===== src/rtl/idma_obi_arbiter.sv =====
// rtl/idma_obi_arbiter.sv - round-robin OBI arbiter with in-order response routing
module idma_obi_arbiter #(
  parameter int unsigned NumReq    = 4,
  parameter int unsigned AddrWidth = 32,
  parameter int unsigned DataWidth = 32,
  parameter int unsigned MaxOutst  = 4,
  localparam int unsigned IdxW     = $clog2(NumReq),
  localparam int unsigned CntW     = $clog2(MaxOutst) + 1,
  localparam int unsigned PtrW     = (MaxOutst > 1) ? $clog2(MaxOutst) : 1,
  localparam int unsigned BeW      = DataWidth / 8
) (
  input  logic                        clk_i,
  input  logic                        rst_i,
  input  logic [NumReq-1:0]           req_i,
  input  logic [NumReq*AddrWidth-1:0] addr_i,
  input  logic [NumReq-1:0]           we_i,
  input  logic [NumReq*DataWidth-1:0] wdata_i,
  input  logic [NumReq*BeW-1:0]       be_i,
  output logic [NumReq-1:0]           gnt_o,
  output logic [NumReq-1:0]           rvalid_o,
  input  logic [NumReq-1:0]           rready_i,
  output logic [DataWidth-1:0]        rdata_o,
  output logic                        err_o,
  output logic                        mst_req_o,
  output logic [AddrWidth-1:0]        mst_addr_o,
  output logic                        mst_we_o,
  output logic [DataWidth-1:0]        mst_wdata_o,
  output logic [BeW-1:0]              mst_be_o,
  output logic [IdxW-1:0]             mst_aid_o,
  input  logic                        mst_gnt_i,
  input  logic                        mst_rvalid_i,
  output logic                        mst_rready_o,
  input  logic [DataWidth-1:0]        mst_rdata_i,
  input  logic                        mst_err_i,
  output logic [CntW-1:0]             outst_o,
  output logic                        busy_o
);

  typedef enum logic [0:0] {ARB, LOCK} state_e;

  state_e            state_q, state_d;
  logic [IdxW-1:0]   ptr_q;
  logic [IdxW-1:0]   lock_idx_q;
  logic [IdxW-1:0]   rr_idx;
  logic [IdxW-1:0]   cand;
  logic              rr_found;
  logic [IdxW-1:0]   sel_idx;
  logic [IdxW-1:0]   ptr_nxt;
  logic              full;
  logic              empty;
  logic              push;
  logic              pop;
  logic [IdxW-1:0]   id_q [MaxOutst];
  logic [PtrW-1:0]   wr_ptr_q, rd_ptr_q;
  logic [CntW-1:0]   outst_q;
  logic [IdxW-1:0]   head_idx;

  // Round-robin search: first requesting index at or after the priority pointer.
  always_comb begin
    rr_idx   = ptr_q;
    rr_found = 1'b0;
    cand     = '0;
    for (int i = 0; i < NumReq; i++) begin
      cand = IdxW'((32'(ptr_q) + 32'(i)) % NumReq);
      if (!rr_found && req_i[cand]) begin
        rr_found = 1'b1;
        rr_idx   = cand;
      end
    end
  end

  // A stalled request keeps its captured index until the bridge grants it.
  assign sel_idx   = (state_q == LOCK) ? lock_idx_q : rr_idx;
  assign full      = (outst_q == CntW'(MaxOutst));
  assign empty     = (outst_q == '0);
  assign mst_req_o = ((state_q == LOCK) || (|req_i)) && !full;
  assign push      = mst_req_o && mst_gnt_i;
  assign ptr_nxt   = (sel_idx == IdxW'(NumReq - 1)) ? '0 : sel_idx + 1'b1;

  assign mst_addr_o  = addr_i[sel_idx*AddrWidth +: AddrWidth];
  assign mst_we_o    = we_i[sel_idx];
  assign mst_wdata_o = wdata_i[sel_idx*DataWidth +: DataWidth];
  assign mst_be_o    = be_i[sel_idx*BeW +: BeW];
  assign mst_aid_o   = sel_idx;

  // Only the selected requester sees the downstream grant.
  always_comb begin
    gnt_o          = '0;
    gnt_o[sel_idx] = push;
  end

  // Lock FSM next state: an ungranted request freezes the selection.
  always_comb begin
    state_d = state_q;
    case (state_q)
      ARB:     if (mst_req_o && !mst_gnt_i) state_d = LOCK;
      LOCK:    if (mst_gnt_i) state_d = ARB;
      default: state_d = ARB;
    endcase
  end

  // Responses return in order, so the FIFO head owns the response channel.
  assign head_idx     = id_q[rd_ptr_q];
  assign mst_rready_o = !empty && rready_i[head_idx];
  assign pop          = mst_rvalid_i && mst_rready_o;
  assign rdata_o      = mst_rdata_i;
  assign err_o        = mst_err_i;
  assign outst_o      = outst_q;
  assign busy_o       = !empty || mst_req_o;

  // Response valid is steered to the head requester only while tracking something.
  always_comb begin
    rvalid_o = '0;
    if (!empty) rvalid_o[head_idx] = mst_rvalid_i;
  end

  // Arbitration state, lock capture, FIFO pointers and outstanding count.
  always_ff @(posedge clk_i) begin
    if (rst_i) begin
      state_q    <= ARB;
      ptr_q      <= '0;
      lock_idx_q <= '0;
      wr_ptr_q   <= '0;
      rd_ptr_q   <= '0;
      outst_q    <= '0;
    end else begin
      state_q <= state_d;
      if (state_q == ARB && state_d == LOCK) lock_idx_q <= rr_idx;
      if (push) begin
        ptr_q    <= ptr_nxt;
        wr_ptr_q <= (wr_ptr_q == PtrW'(MaxOutst - 1)) ? '0 : wr_ptr_q + 1'b1;
      end
      if (pop) rd_ptr_q <= (rd_ptr_q == PtrW'(MaxOutst - 1)) ? '0 : rd_ptr_q + 1'b1;
      case ({push, pop})
        2'b10:   outst_q <= outst_q + CntW'(1);
        2'b01:   outst_q <= outst_q - CntW'(1);
        default: outst_q <= outst_q;
      endcase
    end
  end

  // ID storage needs no reset: entries are only read while counted as outstanding.
  always_ff @(posedge clk_i) begin
    if (push) id_q[wr_ptr_q] <= sel_idx;
  end

  // Protocol checks: responses need a tracked ID, a locked requester must hold its request.
  always_ff @(posedge clk_i) begin
    if (!rst_i) begin
      assert (!(mst_rvalid_i && empty))
        else $error("response valid with no outstanding transaction");
      assert (!(state_q == LOCK && !req_i[lock_idx_q]))
        else $error("locked requester dropped its request before grant");
    end
  end

endmodule

===== config.mk =====
export PLATFORM = sky130hd
export DESIGN_NAME = idma_obi_arbiter
export DESIGN_NICKNAME = d
export VERILOG_FILES = /design/src/rtl/idma_obi_arbiter.sv
export SDC_FILE = /design/constraint.sdc
export NUM_CORES = 1
export LEC_CHECK = 0
export CAP_MARGIN = 40
export CORE_AREA = 3 3 167 169
export CTS_BUF_LIST = sky130_fd_sc_hd__clkbuf_8 sky130_fd_sc_hd__clkbuf_16
export CTS_CLUSTER_SIZE = 20
export DETAILED_ROUTE_END_ITERATION = 10
export DIE_AREA = 0 0 170 172
export PLACE_DENSITY = 0.5
export SLEW_MARGIN = 10
export SYNTH_ARGS = -nofsm -noshare
export SYNTH_HDL_FRONTEND = slang
export SYNTH_SLANG_ARGS = --single-unit

===== constraint.sdc =====
create_clock -name clk_i -period 4.95 [get_ports clk_i]
set_clock_uncertainty 0.15 [all_clocks]
set_input_delay 0.99 -clock clk_i [delete_from_list [all_inputs] [get_ports clk_i]]
set_output_delay 0.99 -clock clk_i [all_outputs]
set_load 0.05 [all_outputs]

==> results.md, run 1 <==
- The share of flip-flops with an asynchronous set or reset is 0.
- After the flow finishes, the layout carries non-filler instances totaling ~1,100.
- The final layout contains 1,045 nets.
- Once layout is complete, the utilization of the core stands at 0.314.
- The global-route wire length before repair is roughly 24 mm.
- Synthesis instantiated 32 different standard cells from the library.
- The die footprint is a little under 30,000 µm².
- The maximum clock frequency is approximately 220 MHz.
- The number of cell rows is 60.
- The cell family contributing the most delay on the critical path is buffers and inverters.
- The count of nets left with antenna violations once routing finished came out at 0.
- In this run, synthesis inferred 8 flip-flops with an integrated enable.
- Setup violations remaining at the end of the flow were counted as 0.
- The number of hold-slack violations in the final timing report is 0.
- After synthesis, the share of cell area in mux cells is 0.592.
- After legalization and detailed placement, the total HPWL measured about 15 mm.
- Setup repair after global routing left no endpoint under its margin.
- For this configuration, the core starts out at a cell density of 0.138.
- Counting tap cells, the placed design contains a total of around 1,000 instances.
- The number of maximum-capacitance constraint violations is 0.
- The final route contains 4,025 vias.
- After synthesis, the largest family of logic cells by area is multiplexers.
- The largest total area in the synthesized netlist belongs to sky130_fd_sc_hd__mux2i_1.
- The clock net sink count is 22.
- The number of global-route vias before repair came to approximately 4,000.
- The first-pass iteration count of the detailed router is 5.
- The endpoint class of the critical path is an output pin.
- In this run the number of H-tree levels came out at 1.
- The core footprint is 26,700 µm².
- The violation count after the first detailed-routing iteration is 105.
- In this run, CTS created clock tree buffers numbering 3.
- The total nets after synthesis is a little over 700.
- The setup TNS is 0 ns.
- The area share of fa/ha/maj cells after synthesis is 0.0394.
- The synthesized instance count is between 300 and 400.
- Routability-driven placement finished with a final weighted congestion of 0.740.
- The overall fraction of global-route tracks in use is 0.106.
- The ratio of cells with drive above 1 in the final layout is 0.131.
- The total buffers and inverters traversed by the critical path is 4.
- The CTS clock-pin slew for the worst setup and hold paths is roughly 0.06 ns.
- The share of the clock period used by the worst path is 0.922.
- By area the synthesized netlist is led by sky130_fd_sc_hd__mux2i_1, sky130_fd_sc_hd__buf_4, sky130_fd_sc_hd__dfxtp_1, sky130_fd_sc_hd__edfxtp_1, sky130_fd_sc_hd__ha_1.
- The mapped netlist covers about 3700 µm².
- The worst IR drop on VDD is 0.000122 V.
- The number of buffer cells added on primary ports is 372.
- The max-slew violation count was 0.
- The largest net degree at the start of global routing is between 50 and 60.
- The share of synthesized area in the top cell type comes to 0.579.
- The total overflow reported by the global router is 0.
- In this run the worst path has a maximum fanout of 45.
- The remaining max-slew budget at the tightest pin is 0.480.
- The count of buffers added by post-CTS timing repair for setup is 0.
- Data arrives at the worst endpoint at between 3 and 4 ns.
- The worst setup path is of the in -> out kind.
- The buffer type at the clock tree root is sky130_fd_sc_hd__clkbuf_16.
- The synthesized area divided by synthesized cell count is approximately 9.5 µm².
- The clock tree from TritonCTS is yes.
- The initial antenna violation count is 1.
- The count of warnings emitted by yosys is 0.
- The die width is 170 µm.
- The library cell contributing the largest single delay on the critical path is sky130_fd_sc_hd__o41ai_2.
- The count of hold buffers inserted by post-cts repair is 0.
- The number of buffers on the longest clock path is 2.
- Timing analysis after detailed placement gives a worst setup slack of around 0.36 ns.
- For this block, the routed nets add up to about 18 mm of wire.
- The flow ran to the end, and the final reports show no timing, DRC or antenna violations.
- The worst setup margin is just under 0.4 ns.
- STA puts the critical path data required time at between 3 and 4 ns.
- Counting flops and latches in the post-synthesis netlist gives 22.
- The worst min-delay path category is reg -> reg.
- Subtracting the final worst setup slack from the clock period gives 4.56 ns.
- Using the TritonRoute via totals, the vias-per-cell ratio works out to ~3.8.
- The worst-skew pair later-pin latency is 0.25 ns.
- After detailed routing, the average wire length per cell comes to between 15 and 20 µm.
- The post-cts resize count is 0.
- The area fraction in compound gates after synthesis is 0.0340.
- The total power density per cell area is ~310 nW/µm².
- The signal on the critical path passes through clkdlybuf4s50_1, nor2_1, a21boi_0, o41ai_2, buf_12, inv_1, ha_1, and3_1, buf_4.
- The simple logic cell fraction of the synthesized area is 0.0690.
- between 400 and 500 I/O pins were placed.
- In this run the static leakage power is ~3.3 nW.
- The part of the Yosys area used for sequential elements is 0.141.
- The largest incremental delay on the critical path is slightly above 0.6 ns.
- The layout overhead on the synthesized area is 128%.
- Of the total synthesized cell area, the portion taken by XOR and XNOR cells is 0.00476.
- The overall die height is 172 µm.
- The startpoint type of the worst setup path is an input port.
- At the pin with the least slew margin, the transition time is between 0.7 and 0.8 ns.
- The remaining design rule violation count is 0.
- For this run, the leading register cell type out of synthesis is sky130_fd_sc_hd__dfxtp_1.
-- through the flow --
stage	instance area, µm²	hold slack (ns)	total power [mW]
5_1_grt	8400	0.392	2.72
6_report	8400	0.349	2.60
3_5_place_dp	8290	0.343	2.40
4_1_cts	8400	0.352	2.64
2_1_floorplan	3680	0.304	1.45
3_3_place_gp	8290	0.328	2.41
-- layout make-up --
cell class	count	area, µm²
Fill cell	2774	18300
Timing Repair Buffer	381	4570
Multi-Input combinational cell	295	2740
Sequential cell	22	520
Tap cell	341	427
Clock buffer	3	75.1
Inverter	10	37.5
Clock inverter	1	30.0
Antenna cell	1	2.50
-- routing by layer --
metal / GRT usage / part of all wire / vias to the layer above
met5: 0 / 0 / -
met4: 0.0162 / 0.0091 / 0
met3: 0.0334 / 0.078 / 12
met2: 0.187 / 0.52 / 178
met1: 0.129 / 0.39 / 1801
li1: - / - / 2034
-- power by group --
group	internal [mW]	switching, mW	total, mW
Sequential	0.218	0.0236	0.242
Clock	0.161	0.0646	0.225
Combinational	1.03	1.09	2.13
Total	1.41	1.18	2.60
-- cells in the final DEF (no fill, tap or decap) --
cell type / synthesis / final
sky130_fd_sc_hd__clkdlybuf4s50_1: 0 / 298
sky130_fd_sc_hd__mux2i_1: 213 / 213
sky130_fd_sc_hd__buf_12: 0 / 77
sky130_fd_sc_hd__nor2_1: 17 / 17
sky130_fd_sc_hd__dfxtp_1: 14 / 14
sky130_fd_sc_hd__inv_1: 10 / 10
sky130_fd_sc_hd__ha_1: 10 / 10
sky130_fd_sc_hd__and3_1: 8 / 8
sky130_fd_sc_hd__edfxtp_1: 8 / 8
sky130_fd_sc_hd__a21oi_1: 7 / 7
sky130_fd_sc_hd__nand2_1: 6 / 6
sky130_fd_sc_hd__buf_4: 43 / 6
sky130_fd_sc_hd__nor3_1: 4 / 4
sky130_fd_sc_hd__nand2b_1: 4 / 4
sky130_fd_sc_hd__a211oi_1: 3 / 3
sky130_fd_sc_hd__or3_1: 3 / 3
sky130_fd_sc_hd__clkbuf_16: 0 / 3
sky130_fd_sc_hd__a21boi_0: 2 / 2
sky130_fd_sc_hd__o21ai_0: 2 / 2
sky130_fd_sc_hd__nor3b_1: 2 / 2
sky130_fd_sc_hd__xor2_1: 2 / 2
sky130_fd_sc_hd__diode_2: 0 / 1
sky130_fd_sc_hd__a32oi_1: 1 / 1
sky130_fd_sc_hd__and2_1: 1 / 1
sky130_fd_sc_hd__o41ai_2: 0 / 1
sky130_fd_sc_hd__o31ai_4: 0 / 1
sky130_fd_sc_hd__mux4_1: 1 / 1
sky130_fd_sc_hd__mux4_2: 1 / 1
sky130_fd_sc_hd__or3b_4: 1 / 1
sky130_fd_sc_hd__nand3b_1: 1 / 1
sky130_fd_sc_hd__o22ai_2: 1 / 1
sky130_fd_sc_hd__and2b_2: 1 / 1
sky130_fd_sc_hd__nand3_1: 1 / 1
sky130_fd_sc_hd__fa_1: 1 / 1
sky130_fd_sc_hd__bufinv_16: 0 / 1
-- logic make-up after synthesis --
kind of cell | Yosys count
simple gates | 49
xor+xnor | 2
compound gates | 18
buf+inv | 70
flops | 22
fa+ha+maj | 11
mux | 215
-- worst min-delay path, delay by kind of cell, from the launching register on --
| family | cells | cell delay, ns |
|---|---|---|
| simple gates | 1 | 0.06 |
| flops | 1 | 0.33 |
| compound gates | 1 | 0.06 |
-- state kept, by name, summed over array words and instances (netlist names), named ones only --
| register | flops |
|---|---|
| wr_ptr_q | 2 |
| ptr_q | 2 |
| lock_idx_q | 2 |
| state_q | 1 |
| rd_ptr_q | 2 |
| outst_o | 3 |
| id_q | 8 |
-- worst paths after layout --
kind | depth (start not counted) | to | slack, ns | startpoint
worst max-delay path | 9 | gnt_o[0] | 0.39 | req_i[1]
worst min-delay path | 2 | wr_ptr_q[1]$_SDFFE_PP0P_ | 0.35 | wr_ptr_q[1]$_SDFFE_PP0P_
worst max register to register | 9 | outst_o[2]$_SDFFE_PP0P_ | 1.88 | flop
worst min register to register | 2 | wr_ptr_q[1]$_SDFFE_PP0P_ | 0.35 | wr_ptr_q[1]$_SDFFE_PP0P_
-- cell usage after synthesis, types with 2 or more instances --
cell and n:
sky130_fd_sc_hd__mux2i_1 213, sky130_fd_sc_hd__buf_4 43, sky130_fd_sc_hd__nor2_1 17, sky130_fd_sc_hd__dfxtp_1 14
sky130_fd_sc_hd__buf_2 13, sky130_fd_sc_hd__ha_1 10, sky130_fd_sc_hd__inv_1 10, sky130_fd_sc_hd__and3_1 8
sky130_fd_sc_hd__edfxtp_1 8, sky130_fd_sc_hd__a21oi_1 7, sky130_fd_sc_hd__nand2_1 6, sky130_fd_sc_hd__clkbuf_1 4
sky130_fd_sc_hd__nand2b_1 4, sky130_fd_sc_hd__nor3_1 4, sky130_fd_sc_hd__a211oi_1 3, sky130_fd_sc_hd__or3_1 3
sky130_fd_sc_hd__a21boi_0 2, sky130_fd_sc_hd__nor3b_1 2, sky130_fd_sc_hd__o21ai_0 2, sky130_fd_sc_hd__xor2_1 2
(Power assumes the default switching activity.)
==> run 2: changes to the inputs <==
==> constraint.sdc (replaced) <==
create_clock -name clk_i -period 4.95 [get_ports clk_i]
set_clock_uncertainty 0.15 [all_clocks]
set_input_delay 0.99 -clock clk_i [delete_from_list [all_inputs] [get_ports clk_i]]
set_output_delay 0.99 -clock clk_i [all_outputs]
set_load 0.01 [all_outputs]
==> results.md, run 2 (same netlist as run 1, synthesis figures left out) <==
- The initial utilization of the core area, before any placement, comes to 0.138.
- The remaining antenna violation count after routing is 0.
- The global-route wire length before repair is around 24 mm.
- The via density per instance is between 3 and 4.
- The run finished with clean final reports.
- STA classifies the critical path endpoint as an output pin.
- The worst setup margin is between 0.15 and 0.2 ns.
- Counting the fill cells in the layout gives 2,833.
- Setup repair after global routing left no endpoint under its margin.
- Total power for the finished layout comes to ~1.7 mW.
- The net switching power is 0.618 mW.
- The die is roughly 170 µm wide.
- The max-slew violation count is 0.
- about 440 I/O pins were placed.
- The worst hold path begins at lock_idx_q[0]$_SDFFE_PP0P_.
- The total overflow reported by the global router is 0.
- The pre-antenna-repair detailed-routing pass consisted of 4 iterations.
- Clock-pin slew was measured on the worst setup and hold paths at roughly 0.06 ns.
- The number of buffer cells added on primary ports is 372.
- The initial antenna violation count is 1.
- The violation count after the first detailed-routing iteration is a little over 100.
- After legalization and detailed placement, the total HPWL measured roughly 15 mm.
- Counting cells, the worst reg-to-reg path comes to 9.
- Entering global routing, the biggest net connects 48 pins.
- The TritonCTS buffer count is 3.
- Dividing the detail-routed wire length by the instance count gives roughly 16 µm.
- The end of the worst hold path is lock_idx_q[0]$_SDFFE_PP0P_.
- The setup violation total in the final timing report is 0.
- The routability congestion estimate from global placement is between 0.7 and 0.8.
- The routed layout has 4,055 vias.
- The post-cts resize count is 0.
- The critical path is of the in -> out type.
- The overall fraction of global-route tracks in use is 0.105.
- The startpoint type of the worst setup path is an input port.
- In the final layout, the multi-input gates occupy between 2000 and 3000 µm².
- The setup TNS is 0 ns.
- The share of the clock period used by the worst path is 0.967.
- The internal cell power is between 1 and 1.5 mW.
- Of the cells placed in the final design, the portion with a size suffix greater than 1 is 0.0401.
- The register with the most flip-flops in the layout has 8 of them.
- Along the worst path, the maximum fanout reaches 18.
- In the final design database the tool counted ~1,100 nets.
- id_q holds more flip-flops than any other register.
- The smallest clock period supported by the final layout is computed as 4.78 ns.
- The post-route cell area is between 7000 and 8000 µm².
- 0 antenna diodes ended up in the layout.
- The critical path required time is 3.81 ns.
- Wires add up to 17.5 mm.
- The tool flagged a number of max-cap violations equal to 0.
- The switching share of total power is 0.358.
- The sequential cell area is ~520 µm².
- The worst IR drop on VDD is approximately 0.00013 V.
- The number of hold-slack violations in the final timing report is 0.
- The worst-skew pair later-pin latency is 0.25 ns.
- The layout overhead on the synthesized area is 110%.
- Tracing the worst setup path back leads to its startpoint at req_i[1].
- Clock tree synthesis selected as its root buffer the cell sky130_fd_sc_hd__clkbuf_16.
- In this run the core area contains 60 standard-cell rows.
- The capturing point of the worst reg2reg path is outst_o[2]$_SDFFE_PP0P_.
- Timing analysis after detailed placement gives a worst setup slack of 0.150 ns.
- Of the total power, the clock network draws 0.096.
- The tightest hold path in the finished design has a slack of 0.338 ns.
- The share of power burned in registers is 0.141.
- The leading cell type in the layout, fill and taps excluded is sky130_fd_sc_hd__clkdlybuf4s50_1.
- The tightest min-delay check is of the reg -> reg type.
- The clock tree from TritonCTS is yes.
- The reported leakage power is slightly below 3 nW.
- The overall die height is between 150 and 200 µm.
- In the layout the commonest cells are sky130_fd_sc_hd__clkdlybuf4s50_1, sky130_fd_sc_hd__mux2i_1, sky130_fd_sc_hd__nor2_1.
- Of the total power, combinational logic draws 0.763.
- Once placement finished, the instance area stood at about 7700 µm².
- The cell depth of the worst hold path is 2.
- The deepest level of the CTS H-tree is 1.
- The die footprint is between 20,000 and 30,000 µm².
- The clock passes through at most 2 buffers.
- The total power density per cell area is 223 nW/µm².
- The number of global-route vias before repair is ~4,000.
- The pin slew with the least headroom to its limit is roughly 0.8 ns.
- Headroom to the max-slew limit came out at 0.480.
- Data on the critical path arrives at its endpoint at between 3 and 4 ns.
- After floorplanning, the core was sized to cover 26,700 µm².
- The clock net sink count is 22.
- For this run, design rule violations remaining after detail routing come to 0.
- Across all register-to-register paths, the minimum setup slack is about 1.9 ns.
- The number of setup buffers added after CTS is 0.
- In this run, post-CTS hold repair placed 0 buffers.
- Derived from the worst setup path, the maximum achievable clock frequency is 209 MHz.
[run 2: power by group through the flow]
stage	Clock (mW)	Combinational (mW)	Sequential [mW]
after global routing	0.183	1.42	0.247
after CTS	0.171	1.34	0.244
after global placement	0	1.34	0.247
after floorplan	0	0.666	0.243
after detailed placement	0	1.34	0.247
final	0.166	1.32	0.243
[run 2: worst max-delay path, stage by stage]
cell and delay [ns]:
sky130_fd_sc_hd__clkdlybuf4s50_1 0.54, sky130_fd_sc_hd__nor2_1 0.09, sky130_fd_sc_hd__a21boi_0 0.15, sky130_fd_sc_hd__o41ai_2 0.49, sky130_fd_sc_hd__buf_4 0.38, sky130_fd_sc_hd__buf_4 0.20
sky130_fd_sc_hd__mux2i_1 0.21, sky130_fd_sc_hd__clkdlybuf4s50_1 0.56
[run 2: worst max-delay path by stage]
stage | to | slack, ns | depth (start not counted)
global placement | mst_wdata_o[6] | 0.18 | 8
global route | mst_addr_o[16] | 0.006 | 8
finish | mst_addr_o[26] | 0.17 | 8
detailed placement | mst_wdata_o[6] | 0.15 | 8
floorplan | gnt_o[2] | 1.36 | 8
CTS | mst_wdata_o[6] | 0.13 | 8
[run 2: metrics by stage]
step,std cells,util
floorplan,387,-
global placement,1060,0.287
detailed placement,1060,0.287
CTS,1064,0.290
global route,1064,0.290
finish,1064,0.290
[run 2: metal layers]
layer / up-vias / track usage / part of all wire
met1: 1810 / 0.130 / 0.40
met2: 178 / 0.191 / 0.52
met3: 10 / 0.0261 / 0.066
met5: - / 0 / 0.00074
li1: 2055 / - / -
met4: 2 / 0.00670 / 0.0052
[run 2: area by class of cell]
| type | count | share of cell area |
|---|---|---|
| Timing Repair Buffer | 392 | 0.509 |
| Multi-Input combinational cell | 295 | 0.354 |
| Sequential cell | 22 | 0.0673 |
| Tap cell | 341 | 0.0551 |
| Clock buffer | 3 | 0.00970 |
| Inverter | 10 | 0.00485 |
| Clock inverter | 1 | 0.000485 |
